<file path="config.mk">
export PLATFORM = sky130hd
export DESIGN_NAME = inst_fetch
export DESIGN_NICKNAME = d
export VERILOG_FILES = /design/src/rtl/inst_fetch_pkg.sv /design/src/rtl/sat_counter.sv /design/src/rtl/inst_fetch.sv
export SDC_FILE = /design/constraint.sdc
export NUM_CORES = 1
export LEC_CHECK = 0
export CORE_ASPECT_RATIO = 1.2
export CORE_MARGIN = 4
export CORE_UTILIZATION = 44
export CTS_BUF_LIST = sky130_fd_sc_hd__clkbuf_4
export DETAILED_ROUTE_END_ITERATION = 10
export GPL_TIMING_DRIVEN = 0
export PLACE_DENSITY = 0.77
export SYNTH_ARGS = -nofsm -noshare
export SYNTH_HDL_FRONTEND = slang
export SYNTH_SLANG_ARGS = --single-unit
</file>
<file path="constraint.sdc">
create_clock -name clk_i -period 5.9 [get_ports clk_i]
set_input_delay 1.18 -clock clk_i [delete_from_list [all_inputs] [get_ports clk_i]]
set_output_delay 1.18 -clock clk_i [all_outputs]
set_load 0.01 [all_outputs]
</file>
<file path="src/rtl/inst_fetch_pkg.sv">
// rtl/inst_fetch_pkg.sv - shared types and constants for the instruction fetch unit
package inst_fetch_pkg;

   localparam int          INST_W   = 32;
   localparam logic [31:0] PC_STEP  = 32'd4;
   localparam logic [31:0] NOP_INST = 32'h0000_0000;

   typedef enum logic [1:0] {
      IDLE  = 2'd0,
      FETCH = 2'd1,
      FAULT = 2'd2
   } fetch_state_e;

endpackage

</file>
<file path="src/rtl/sat_counter.sv">
// rtl/sat_counter.sv - saturating up-counter with increment enable
module sat_counter #(
   parameter int WIDTH = 16
) (
   input  logic             clk_i,
   input  logic             rst_i,
   input  logic             inc_i,
   output logic [WIDTH-1:0] cnt_o
);

   logic [WIDTH-1:0] cnt_q, cnt_d;

   always_comb begin
      cnt_d = cnt_q;
      if (inc_i && (cnt_q != {WIDTH{1'b1}})) cnt_d = cnt_q + WIDTH'(1);
   end

   always_ff @(posedge clk_i or posedge rst_i) begin
      if (rst_i) cnt_q <= '0;
      else       cnt_q <= cnt_d;
   end

   assign cnt_o = cnt_q;

endmodule

</file>
<file path="src/rtl/inst_fetch.sv">
// rtl/inst_fetch.sv - instruction fetch unit: PC, ROM addressing, decode output stage
module inst_fetch
   import inst_fetch_pkg::*;
#(
   parameter int          ADDR_W   = 5,
   parameter int          DEPTH    = 19,
   parameter logic [31:0] RESET_PC = 32'h0000_0000
) (
   input  logic              clk_i,
   input  logic              rst_i,
   output logic [ADDR_W-1:0] rom_addr_o,
   input  logic [31:0]       rom_inst_i,
   input  logic              redirect_valid_i,
   input  logic [31:0]       redirect_pc_i,
   input  logic              id_ready_i,
   output logic              out_valid_o,
   output logic [31:0]       out_pc_o,
   output logic [31:0]       out_inst_o,
   output logic              fault_o,
   output logic [15:0]       fetch_cnt_o
);

   localparam logic [31:0] DEPTH_W = 32'(DEPTH);

   fetch_state_e        state_q, state_d;
   logic [31:0]         pc_q, pc_d;
   logic                out_valid_q, out_valid_d;
   logic [31:0]         out_pc_q, out_pc_d;
   logic [INST_W-1:0]   out_inst_q, out_inst_d;
   logic                pc_in_range;

   assign pc_in_range = {2'b00, pc_q[31:2]} < DEPTH_W;

   always_comb begin
      state_d     = state_q;
      pc_d        = pc_q;
      out_valid_d = out_valid_q;
      out_pc_d    = out_pc_q;
      out_inst_d  = out_inst_q;
      if (state_q != FAULT) begin
         // Redirect flushes the output stage; a misaligned target faults with pc left untouched.
         if (redirect_valid_i) begin
            out_valid_d = 1'b0;
            if (redirect_pc_i[1:0] != 2'b00) begin
               state_d = FAULT;
            end else begin
               pc_d    = redirect_pc_i;
               state_d = FETCH;
            end
         end else if (state_q == IDLE) begin
            state_d = FETCH;
            if (id_ready_i) out_valid_d = 1'b0;
         end else if (!out_valid_q || id_ready_i) begin
            if (!pc_in_range) begin
               state_d     = FAULT;
               out_valid_d = 1'b0;
            end else begin
               out_valid_d = 1'b1;
               out_pc_d    = pc_q;
               out_inst_d  = rom_inst_i;
               pc_d        = pc_q + PC_STEP;
            end
         end
      end
   end

   always_ff @(posedge clk_i or posedge rst_i) begin
      if (rst_i) begin
         state_q     <= IDLE;
         pc_q        <= RESET_PC;
         out_valid_q <= 1'b0;
         out_pc_q    <= 32'h0;
         out_inst_q  <= NOP_INST;
      end else begin
         state_q     <= state_d;
         pc_q        <= pc_d;
         out_valid_q <= out_valid_d;
         out_pc_q    <= out_pc_d;
         out_inst_q  <= out_inst_d;
      end
   end

   sat_counter #(.WIDTH(16)) u_fetch_cnt (
      .clk_i (clk_i),
      .rst_i (rst_i),
      .inc_i (out_valid_q && id_ready_i),
      .cnt_o (fetch_cnt_o)
   );

   assign rom_addr_o  = pc_q[ADDR_W+1:2];
   assign out_valid_o = out_valid_q;
   assign out_pc_o    = out_pc_q;
   assign out_inst_o  = out_inst_q;
   assign fault_o     = (state_q == FAULT);

endmodule
</file>
==> impl_metrics.xml <==
<?xml version="1.0" encoding="UTF-8"?>
<metrics>
  <group name="clock_tree">
    <metric name="clock_sinks" unit="">115</metric>
    <metric name="cts_tree" unit="">done</metric>
    <metric name="post-cts-setup-buffers" unit="">0</metric>
    <metric name="ctsRootBufferMaster" unit="">sky130_fd_sc_hd__clkbuf_4</metric>
    <metric name="cts-buffers-inserted" unit="">17</metric>
    <metric name="postCtsResizedCells" unit="">0</metric>
    <metric name="clk_path_buf_depth" unit="">2</metric>
    <metric name="ctsHoldBuffers" unit="">0</metric>
    <metric name="worstSkewPairLatency" unit="ps">510</metric>
    <metric name="htree_levels" unit="">4</metric>
    <metric name="cts.reportedPaths.clkPinSlew" unit="ps">100</metric>
  </group>
  <group name="die">
    <metric name="chipHeight" unit="um">123</metric>
    <metric name="die-width" unit="um">103</metric>
    <metric name="floorplan.rows" unit="">41</metric>
    <metric name="die_area" unit="mm2">0.0127</metric>
    <metric name="i_o_pins" unit="">155</metric>
    <metric name="start_util" unit="%">45.3</metric>
    <metric name="core_area" unit="mm2">0.0106</metric>
  </group>
  <group name="grt">
    <metric name="grt_antenna_before_repair" unit="">1</metric>
    <metric name="first_global_vias" unit="">4057</metric>
    <metric name="leftover_overflow_at_the_end_of_global_routing" unit="">0</metric>
    <metric name="grt_pass1_wl" unit="um">19700</metric>
    <metric name="grt_start_max_net_pins" unit="">72</metric>
    <metric name="track_usage" unit="%">20.4</metric>
  </group>
  <group name="drt">
    <metric name="topRoutingLayerUsed" unit="">met4</metric>
    <metric name="vias_per_cell" unit="">5.28</metric>
    <metric name="drc" unit="">0</metric>
    <metric name="route.met3.wl" unit="um">1020</metric>
    <metric name="ant_nets" unit="">0</metric>
    <metric name="wl_per_cell" unit="um">16.7</metric>
    <metric name="vias" unit="">3851</metric>
    <metric name="met2_wirelength" unit="um">6240</metric>
    <metric name="met1Wirelength" unit="um">4680</metric>
    <metric name="first_pass_iters" unit="">5</metric>
    <metric name="detail_route.wirelength" unit="um">12200</metric>
    <metric name="detail_route.iter0.violations" unit="">218</metric>
  </group>
  <group name="sta">
    <metric name="final_max_slew_viol_count" unit="">0</metric>
    <metric name="fin_setup_tns" unit="ps">0</metric>
    <metric name="final_hold_viol_count" unit="">0</metric>
    <metric name="fin_crit_sh" unit="%">50.7</metric>
    <metric name="setup_violations" unit="">0</metric>
    <metric name="timing.final.ws_setup" unit="ps">2910</metric>
    <metric name="clock_skew" unit="ps">14.8</metric>
    <metric name="worst_pin_slew" unit="ps">695</metric>
    <metric name="rsz_0062_raised_after_global_routing" unit="">false</metric>
    <metric name="finalWorstPathRequiredPeriod" unit="ps">2990</metric>
    <metric name="slew_headroom" unit="%">53.4</metric>
    <metric name="max_freq" unit="GHz">0.334</metric>
  </group>
  <group name="yosys">
    <metric name="syn_area" unit="mm2">0.00481</metric>
    <metric name="synth-async-reset-ratio" unit="%">100</metric>
    <metric name="yosys-top-cells-area" unit="">sky130_fd_sc_hd__dfrtp_1, sky130_fd_sc_hd__mux2_2, sky130_fd_sc_hd__nand2_1, sky130_fd_sc_hd__nor2b_1, sky130_fd_sc_hd__nor2_1</metric>
    <metric name="syn-instance-count" unit="">413</metric>
    <metric name="synth_largest_area_cell" unit="">sky130_fd_sc_hd__dfrtp_1</metric>
    <metric name="post_synth_num_cell_types" unit="">45</metric>
    <metric name="post_synth_most_frequent_cells" unit="">sky130_fd_sc_hd__dfrtp_1, sky130_fd_sc_hd__nand2_1, sky130_fd_sc_hd__mux2_2</metric>
    <metric name="syn_nets" unit="">483</metric>
    <metric name="synth_top_cell_area_share" unit="%">59.8</metric>
    <metric name="synth.yosys.warnings" unit="">0</metric>
    <metric name="synth_edf_count" unit="">0</metric>
    <metric name="synth.avg_cell_area" unit="um2">11.6</metric>
    <metric name="yosysMostFrequentCell" unit="">sky130_fd_sc_hd__dfrtp_1</metric>
    <metric name="synth_seq_area_share" unit="%">59.8</metric>
    <metric name="synth.ff_latch_count" unit="">115</metric>
    <metric name="synth_flop_cell" unit="">sky130_fd_sc_hd__dfrtp_1</metric>
  </group>
  <group name="placed_design">
    <metric name="buffer_ports.inserted" unit="">154</metric>
    <metric name="pre_cts_slack" unit="ps">2550</metric>
    <metric name="hpwl" unit="um">8970</metric>
    <metric name="place_congestion" unit="">0.821</metric>
  </group>
  <group name="layout">
    <metric name="final_nets" unit="">657</metric>
    <metric name="layout-area-overhead-vs-synth" unit="%">41.7</metric>
    <metric name="post_route_cells_drive_above_1_share" unit="%">15.4</metric>
    <metric name="post-route-util" unit="%">64.2</metric>
  </group>
  <group name="worst_setup_path">
    <metric name="endpoint_kind" unit="">output port</metric>
    <metric name="max_stage_delay" unit="ps">540</metric>
    <metric name="setup.worst_path.class" unit="">flip-flop to output port</metric>
    <metric name="critical_path_peak_fanout" unit="">7</metric>
    <metric name="critical_path.slowest_cell" unit="">sky130_fd_sc_hd__clkdlybuf4s50_1</metric>
    <metric name="crit_family" unit="">buffers and inverters</metric>
    <metric name="timing.critical_path.cells" unit="">nand2b_1 &gt; inv_1 &gt; clkdlybuf4s50_1</metric>
    <metric name="cp-start-kind" unit="">flip-flop</metric>
    <metric name="crit_required" unit="ps">4720</metric>
    <metric name="cp_data_arrival_time" unit="ps">1810</metric>
    <metric name="critPathBufInv" unit="">2</metric>
  </group>
  <group name="min_path">
    <metric name="worstHoldPathType" unit="">flip-flop to flip-flop</metric>
  </group>
  <group name="pwr">
    <metric name="power.static_leakage" unit="uW">0.00321</metric>
    <metric name="vdd_drop_max" unit="mV">0.143</metric>
    <metric name="powerDensity" unit="mW/mm2">231</metric>
    <metric name="total_power" unit="uW">1570</metric>
  </group>
  <group name="job">
    <metric name="max_capacitance_violation_total" unit="">0</metric>
  </group>
  <group name="status">
    <metric name="run_status" unit="">finished, final reports clean</metric>
  </group>
</metrics>
-- registers in the layout (all words and copies together), names as in the netlist --
signal and flops:
out_valid_o 1, u_fetch_cnt.cnt_o 16, state_q 2, pc_q 32
out_pc_o 32, out_inst_o 32
-- worst paths after layout --
path	startpoint	end	slack (ps)	depth (start not counted)
max	state_q[0]	fault_o	2910	3
min	pc_q[1]	pc_q[1]	490	1
max reg2reg	pc_q[19]	out_inst_o[18]	3560	5
min reg2reg	pc_q[1]	pc_q[1]	490	1
max in group asynchronous	rst_i	pc_q[7]	4040	3
min in group asynchronous	rst_i	out_inst_o[15]	1100	2
-- final cells by class --
cell class              instances  area, um2
diodes                          1       2.50
multi-input cells             267       1770
clock buffers                  17        128
fillers                       871       3810
clock inverters                14        141
plain buffers                  21        119
flip-flops and latches        115       2880
well taps                     129        161
repair buffers                155       1570
inverters                      10       40.0
-- power breakdown --
part | internal, uW | switching [uW] | total [uW]
combinational | 107 | 73.1 | 180
sequential | 812 | 33.9 | 846
clock | 245 | 303 | 548
total | 1160 | 410 | 1570
-- logic make-up (layout without fill, tap and decap cells) --
group	Yosys count	count (layout)	share of synthesized area [%]
and+or+nand+nor	170	170	18.2
DFF	115	115	59.8
muxes	44	44	10.3
AOI/OAI and AO/OA	38	38	5.57
buffers and inverters	31	217	3.25
xor gates and xnor gates	13	13	2.37
adders and majority gates	2	2	0.520
other	0	1	0
-- routing by layer --
| metal | up-vias | GRT usage, % |
|---|---|---|
| li1 | 1788 | - |
| met5 | - | 0 |
| met2 | 154 | 33.1 |
| met4 | 0 | 8.50 |
| met1 | 1887 | 23.6 |
| met3 | 22 | 8.24 |
-- through the flow --
stage               std cells  hold WS, ps  instance area (um2)
floorplan                 413          447                 4810
CTS                       728          496                 6810
finish                    729          493                 6810
global placement          696          470                 6510
global route              729          530                 6810
detailed placement        697          470                 6540
-- cells in the final DEF, fill, tap and decap left out, types with 5 or more instances in the layout --
master and n:
sky130_fd_sc_hd__mux2_2 43, sky130_fd_sc_hd__nor3_1 7, sky130_fd_sc_hd__nand4_1 8, sky130_fd_sc_hd__clkbuf_1 6, sky130_fd_sc_hd__clkdlybuf4s50_1 154, sky130_fd_sc_hd__clkbuf_4 17
sky130_fd_sc_hd__nand2b_1 5, sky130_fd_sc_hd__a21oi_1 6, sky130_fd_sc_hd__o21ai_0 7, sky130_fd_sc_hd__inv_1 9, sky130_fd_sc_hd__nand3_1 22, sky130_fd_sc_hd__nor4_1 7
sky130_fd_sc_hd__clkinvlp_4 6, sky130_fd_sc_hd__xor2_1 6, sky130_fd_sc_hd__nor2b_1 25, sky130_fd_sc_hd__nor2_1 32, sky130_fd_sc_hd__nand2_1 46, sky130_fd_sc_hd__and3_1 6
sky130_fd_sc_hd__xnor2_1 7, sky130_fd_sc_hd__buf_4 10, sky130_fd_sc_hd__dfrtp_1 115
Power figures use the tool's default switching activity.
